File: config.mk
export PLATFORM = sky130hd
export DESIGN_NAME = serial_subtractor
export DESIGN_NICKNAME = d
export VERILOG_FILES = /design/src/rtl/serial_subtractor.sv
export SDC_FILE = /design/constraint.sdc
export NUM_CORES = 1
export LEC_CHECK = 0
export BUFFER_PORTS_ARGS = -buffer_cell sky130_fd_sc_hd__buf_2
export CORE_MARGIN = 1
export CORE_UTILIZATION = 45
export CTS_CLUSTER_SIZE = 24
export DETAILED_ROUTE_END_ITERATION = 12
export PLACE_DENSITY = 0.7
export SLEW_MARGIN = 20
export SYNTH_ARGS = -nofsm -noshare
export SYNTH_HDL_FRONTEND = slang
export SYNTH_SLANG_ARGS = --single-unit
File: constraint.sdc
create_clock -name clk -period 2.23 [get_ports clk]
set_input_delay 0.223 -clock clk [delete_from_list [all_inputs] [get_ports clk]]
set_output_delay 0.223 -clock clk [all_outputs]
set_load 0.02 [all_outputs]
File: src/rtl/serial_subtractor.sv
// serial_subtractor: multi-cycle WIDTH-bit subtractor, DIFF = A - B - BIN.
// Processes DIGIT bits per clock, LSB digit first. The borrow is carried between
// steps in a register. Valid/ready handshakes on both the input and output sides.
// Optional feature macro: SERIAL_SUB_OVF_EN enables the two's-complement overflow
// flag. When the macro is undefined, ovf is tied low.
module serial_subtractor #(
    parameter int WIDTH = 8,
    parameter int DIGIT = 1
) (
    input  logic             clk,
    input  logic             rst,
    input  logic             in_valid,
    output logic             in_ready,
    input  logic [WIDTH-1:0] a,
    input  logic [WIDTH-1:0] b,
    input  logic             bin,
    output logic             out_valid,
    input  logic             out_ready,
    output logic [WIDTH-1:0] diff,
    output logic             bout,
    output logic             ovf
);

    localparam int STEPS = WIDTH / DIGIT;
    localparam int CW    = (STEPS > 1) ? $clog2(STEPS) : 1;
    localparam int MSB   = WIDTH - 1;
    localparam logic [CW-1:0] LAST_CNT = CW'(STEPS - 1);

    // Reject geometries where the digits do not tile the operand exactly.
    generate
        if (WIDTH < 1 || (WIDTH % DIGIT) != 0) begin : g_bad_cfg
            $error("serial_subtractor: WIDTH=%0d must be >= 1 and a multiple of DIGIT=%0d",
                   WIDTH, DIGIT);
        end
    endgenerate

    typedef enum logic [1:0] {
        IDLE,
        RUN,
        DONE
    } state_t;

    state_t           state_q, state_d;
    logic [WIDTH-1:0] a_q, b_q, diff_q;
    logic [CW-1:0]    cnt_q;
    logic             borrow_q;
    logic             bout_q;
    logic             accept;
    logic             last_step;

    logic [DIGIT-1:0] a_dig, b_dig, dig_diff;
    logic             dig_borrow;
    int               digit_base;

    assign accept    = in_valid & in_ready;
    assign last_step = (cnt_q == LAST_CNT);
    assign diff      = diff_q;
    assign bout      = bout_q;

    // Next-state and handshake outputs for the IDLE/RUN/DONE controller.
    always_comb begin
        // NOTE: every signal written here gets a default first, so no path leaves it
        // unassigned and no latch is inferred.
        state_d   = state_q;
        in_ready  = 1'b0;
        out_valid = 1'b0;
        unique case (state_q)
            IDLE: begin
                in_ready = 1'b1;
                if (in_valid) state_d = RUN;
            end
            RUN: begin
                if (last_step) state_d = DONE;
            end
            DONE: begin
                out_valid = 1'b1;
                in_ready  = out_ready;
                if (out_ready) state_d = in_valid ? RUN : IDLE;
            end
            default: state_d = IDLE;
        endcase
    end

    // One DIGIT-wide full-subtractor stage, rippling the borrow through its bits.
    always_comb begin
        digit_base = int'(cnt_q) * DIGIT;
        a_dig      = a_q[digit_base +: DIGIT];
        b_dig      = b_q[digit_base +: DIGIT];
        dig_diff   = '0;
        dig_borrow = borrow_q;
        for (int i = 0; i < DIGIT; i++) begin
            dig_diff[i] = a_dig[i] ^ b_dig[i] ^ dig_borrow;
            dig_borrow  = (~a_dig[i] & b_dig[i]) | (~(a_dig[i] ^ b_dig[i]) & dig_borrow);
        end
    end

    // State, operand capture, digit-by-digit result write and borrow carry.
    always_ff @(posedge clk or posedge rst) begin
        // NOTE: sequential state uses non-blocking assignments so every register
        // samples the pre-edge values, regardless of statement order.
        if (rst) begin
            state_q  <= IDLE;
            a_q      <= '0;
            b_q      <= '0;
            diff_q   <= '0;
            cnt_q    <= '0;
            borrow_q <= 1'b0;
            bout_q   <= 1'b0;
        end else begin
            state_q <= state_d;
            if (accept) begin
                a_q      <= a;
                b_q      <= b;
                borrow_q <= bin;
                cnt_q    <= '0;
            end else if (state_q == RUN) begin
                diff_q[digit_base +: DIGIT] <= dig_diff;
                borrow_q                    <= dig_borrow;
                cnt_q                       <= last_step ? '0 : cnt_q + CW'(1);
                if (last_step) bout_q <= dig_borrow;
            end
        end
    end

`ifdef SERIAL_SUB_OVF_EN
    logic ovf_q;

    // Signed overflow: operands differ in sign and the result sign differs from A.
    always_ff @(posedge clk or posedge rst) begin
        if (rst) begin
            ovf_q <= 1'b0;
        end else if (state_q == RUN && last_step) begin
            ovf_q <= (a_q[MSB] ^ b_q[MSB]) & (dig_diff[DIGIT-1] ^ a_q[MSB]);
        end
    end

    assign ovf = ovf_q;
`else
    assign ovf = 1'b0;
`endif

endmodule

; Word level (Yosys, flattened, before mapping)
; Cells that the tools add are included.
[op_classes]
add_sub_neg = 2
eq_ne = 6
n_shift = 4
mux = 13
bitwise_logic = 9
n_reduce_logical = 5
[op_table]
columns = op, count
row1 = $neg 3->33, 1
row2 = $shift 1x33->8 const A, 1
row3 = $shiftx 1x33->8, 1
row4 = $shiftx 8x4->1, 2
row5 = $mux 3, 3
row6 = $bwmux 8, 1
row7 = $mux 2, 3
row8 = $ne 2x2->1 const B, 3
row9 = $pmux 2 s3, 1
row10 = $reduce_and 3->1, 2
row11 = $mux 1, 4
row12 = $add 3x1->3 const B, 1
row13 = $and 1x1->1, 3
row14 = $eq 3x3->1 const B, 1
row15 = $not 1->1, 3
row16 = $eq 2x1->1 const B, 1
row17 = $eq 2x2->1 const B, 1
row18 = $logic_not 2->1, 1
row19 = $pmux 1 s2, 1
row20 = $reduce_and 2->1, 1
row21 = $reduce_bool 2->1, 1
row22 = $xor 1x1->1, 2
row23 = $or 1x1->1, 1
[word_totals]
reg_bits = 31
input_bits = 21
output_inout_bits = 12
elab_cells = 46

; Logic depth before layout (Yosys ltp)
[logic_depth]
word_depth = 7
ltp_mapped = 8
mapped_depth_nobuf = 7

; Worst setup path after synthesis
; No wires, ideal clock.
[synth_timing]
kind = flip-flop to flip-flop
from = register cnt_q[0]
to = register diff_q[1] (netlist: diff[1])
setup_ns = 0.128
t_arrival_ns = 2.247
required_ns = 2.102
setup_slack_ns = -0.145
stages_incl_launch_ff = 8
n_path_buf = 1
period_less_slack_ns = 2.375
path_cell_list = dfrtp_1 -> buf_2 -> mux4_2 -> mux2i_1 -> fa_1 -> nor2b_1 -> and2_1 -> mux2_1
[synth_via]
elab_chain_len = 5
word_cells_on_any_way = 8
cone_classes = add/sub: 1 / shift: 4 / mux: 1 / bitwise: 2
[synth_lines]
columns = item, line
row1 = "start, declared", 45  ; logic [CW-1:0] cnt_q;
row2 = "start signal, assigned", 119  ; cnt_q <= last_step ? '0 : cnt_q + CW'(1);
row3 = $shiftx 8x4->1 (on tied branches), "87, 88"
row4 = $xor 1x1->1 (2 in a row), 92  ; dig_diff[i] = a_dig[i] ^ b_dig[i] ^ dig_borrow;
row5 = $shiftx 1x33->8, 117  ; diff_q[digit_base +: DIGIT] <= dig_diff;
row6 = $bwmux 8 (*), 117
row7 = "end signal, assigned by index", 117
row8 = "end, declared", 44  ; logic [WIDTH-1:0] a_q, b_q, diff_q;
; Mark *: on every way between the ends. The rest lies on a longest branch, timed or not.
; A chain may end at the register's enable or synchronous reset.

; Worst setup path in the final report
[layout_timing]
from = register cnt_q[0]
to = register diff_q[5] (netlist: diff[5])
; The elaborated chain is that of the path after synthesis.

==> metrics.md <==
| Metric | Value |
|---|---|
| Outcome | `finished, violations left` |
| Failing checks | `negative setup slack` |
| Internal | `0.00184 W` |
| DIE AREA | `3820 sq um` |
| Placed cells | `198` |
| Share of the synthesized area in the top cell type | `48.2%` |
| Startpoint types | `flop` |
| Mean number of vias per cell | `5.09` |
| I/O pin cnt | `33` |
| Num rows | `21` |
| Main area contributors after synthesis | `dfrtp_1 (48%), mux2_4 (9.3%), mux2_1 (8.4%)` |
| Commonest register cell after synthesis | `dfrtp_1` |
| Vias in the first global route | `1058` |
| Antenna Nets Post-Route | `0` |
| Final period utilization | `101%` |
| Pins over their slew limit | `0` |
| Crit path DAT | `2.47 ns` |
| Yosys warning count | `0` |
| Clock Pin Slew Worst Setup and Hold Paths | `0.09 ns` |
| Synth cell types | `37` |
| Synth Instances | `122` |
| TritonCTS clock tree | `done` |
| Setup violators final | `4` |
| IO Port Bufs | `31` |
| Total track usage | `18.0%` |
| Pre-antenna DRT Iters | `4` |
| Hold crit path type | `in -> reg` |
| Synth top cells by count | `dfrtp_1 (31), mux2_1 (12), nand2_1 (12)` |
| TritonCTS Buffers | `5` |
| Final wirelength | `2890 microns` |
| Final worst setup slack | `-0.0273 ns` |
| DRT iter0 DRCs | `7` |
| Sw Pwr | `0.00109 W` |
| Crit. Startpoint | `cnt_q[0]$_DFFE_PP0P_` |
| Layout Nets | `187` |
| Cell Area, Synth | `1610 sq um` |
| R2R Setup Slk | `-0.03 ns` |
| CP Max Fanout | `5` |
| Synth Register Bits | `31` |
| Grt total ovfl | `0` |
| Reg2Reg Depth | `6` |
| Die H | `61.8 microns` |
| Routed len/inst | `14.0 microns` |
| WHS | `0.115 ns` |
| Die Wd | `61.8 microns` |
| Share of layout cells above drive strength 1 | `45.0%` |
| Initial Utilization | `47.5%` |
| WP data required | `2.45 ns` |
| Clk buf depth | `2` |
| Max Cap Viol | `0` |
| Sw frac | `37.3%` |
| Post-DP HPWL | `2220 microns` |
| DRC viols | `0` |
| Clock power share | `9.6%` |
| ANT cells | `0` |
| Final Util | `56.4%` |
| Finished Layout Cells | `206` |
| CP Capture Point | `diff[5]$_DFFE_PP0P_` |
| Post-Syn Nets | `148` |
| Pleak | `0.920 nW` |
| Placer Congestion | `0.808` |
| Syn avg cell area | `13.2 sq um` |
| RSZ-0062 raised after global routing | `true` |
| FFs w/ async S/R, synth | `100%` |
| Most numerous cell in the Yosys netlist | `dfrtp_1` |
| First-pass GRT wire length | `4760 microns` |
| Final Hold Fails | `0` |
| Setup CP Type | `reg -> reg` |
| FF-to-FF Start | `cnt_q[0]$_DFFE_PP0P_` |
| Layout Area Growth over Synthesis | `18.8%` |
| Post-synthesis sequential area ratio | `48.2%` |
| Initial antenna violation count | `0` |
| Setup TNS | `-0.0861 ns` |
| Post-synth EDFFs | `0` |
| Fmax | `443 MHz` |
| Sequential share of power | `34.9%` |
| Clock Skew | `0.0118 ns` |
| H-tree depth | `2` |
| CP endpoint kind | `flop` |
| Minimum clock period | `2.26 ns` |
| Clk sink count | `31` |
| Core area | `3390 sq um` |
| Logic pwr share | `55.4%` |
| Via count | `1049` |
| Filler Cell Count | `286` |
| Largest net degree at the start of global routing | `23` |
| Post-synth top area cell | `dfrtp_1` |
| Peak supply drop | `0.637 mV` |
| PD cells | `1530 nW/um^2` |
| Pre-CTS WS | `-0.179 ns` |
| CTS root buf | `clkbuf_4` |
| Clk_lat worst skew | `0.33 ns` |
| FF-to-FF End | `diff[5]$_DFFE_PP0P_` |
[repair_timing]
action | 4_1_cts | 5_1_grt
buffers inserted | 1 | 0
resized for setup | 1 | 3
endpoints found under the hold margin | 9 | 0
endpoints found under the setup margin | 6 | 8
pin swaps | 1 | 0
hold buffers | 1 | 0
[layout by cell type, fill, tap and decap left out, drive strengths merged, types with 2 or more instances in the layout]
cell / n
a21oi: 4
and2: 2
buf: 37
clkbuf: 6
dfrtp: 31
ha: 4
inv: 5
mux2: 23
mux4: 4
nand2: 12
nand2b: 2
nand3: 3
nand4: 2
nor2: 2
nor2b: 5
[metal layers]
layer / track usage [%] / part of all wire (%) / wire (microns)
met1: 21.2 / 45 / 1290
met2: 30.0 / 50 / 1430
met3: 4.55 / 4.3 / 123
met4: 10.2 / 1.5 / 43
met5: 0 / 0 / 0
[logic make-up (layout without fill, tap and decap cells)]
group           count (synthesis)  count (layout)  share of synthesized area (%)
fa+ha+maj                       5               5                           4.35
other cells                     1               1                          0.233
mux                            28              28                           24.6
flops                          31              31                           48.2
compound gates                  9               9                           3.57
simple gates                   37              37                           15.0
buf+inv                        11              49                           4.04
[worst max-delay path, cell delays in order, from the launching register on]
cell and delay (ns):
dfrtp_2 0.45, mux4_2 0.52, mux2i_1 0.18, fa_1 0.46, nor2b_4 0.15, and2_4 0.14
mux2_4 0.26
[worst min-delay path by stage]
stage               slack, ns             endpoint  cells past startpoint  from
finish                   0.12   a_q[2]$_DFFE_PP0P_                      2  a[2]
global route             0.11   b_q[5]$_DFFE_PP0P_                      2  b[5]
CTS                      0.11   a_q[4]$_DFFE_PP0P_                      2  a[4]
detailed placement       0.22  diff[6]$_DFFE_PP0P_                      2   rst
global placement         0.21  diff[2]$_DFFE_PP0P_                      2   rst
floorplan                0.33   a_q[0]$_DFFE_PP0P_                      1   rst
[state kept, by name, indices dropped and copies added (netlist names)]
signal    flops
a_q           8
b_q           8
borrow_q      1
bout          1
cnt_q         3
diff          8
state_q       2
[per-stage QoR]
stage          total power [W]  area [sq um]
6_report               0.00293          1910
4_1_cts                0.00292          1900
2_1_floorplan          0.00228          1640
3_3_place_gp           0.00255          1840
5_1_grt                0.00316          1910
3_5_place_dp           0.00262          1840
[power groups by stage]
stage	logic (W)	clock network (W)	registers, W
floorplan	0.00124	0	0.00104
CTS	0.00161	0.000290	0.00103
finish	0.00163	0.000283	0.00102
global route	0.00178	0.000318	0.00106
global placement	0.00152	0	0.00103
detailed placement	0.00159	0	0.00104
[layout make-up]
| cell class | count | area (sq um) | area share, % |
|---|---|---|---|
| sequential | 31 | 777 | 40.6 |
| tap | 46 | 57.6 | 3.01 |
| clock buffer | 6 | 41.3 | 2.16 |
| timing repair buffer | 38 | 210 | 11.0 |
| inverter | 5 | 18.8 | 0.981 |
| multi-input combinational | 80 | 808 | 42.2 |
Note: power is estimated with default switching activity, not from simulation.
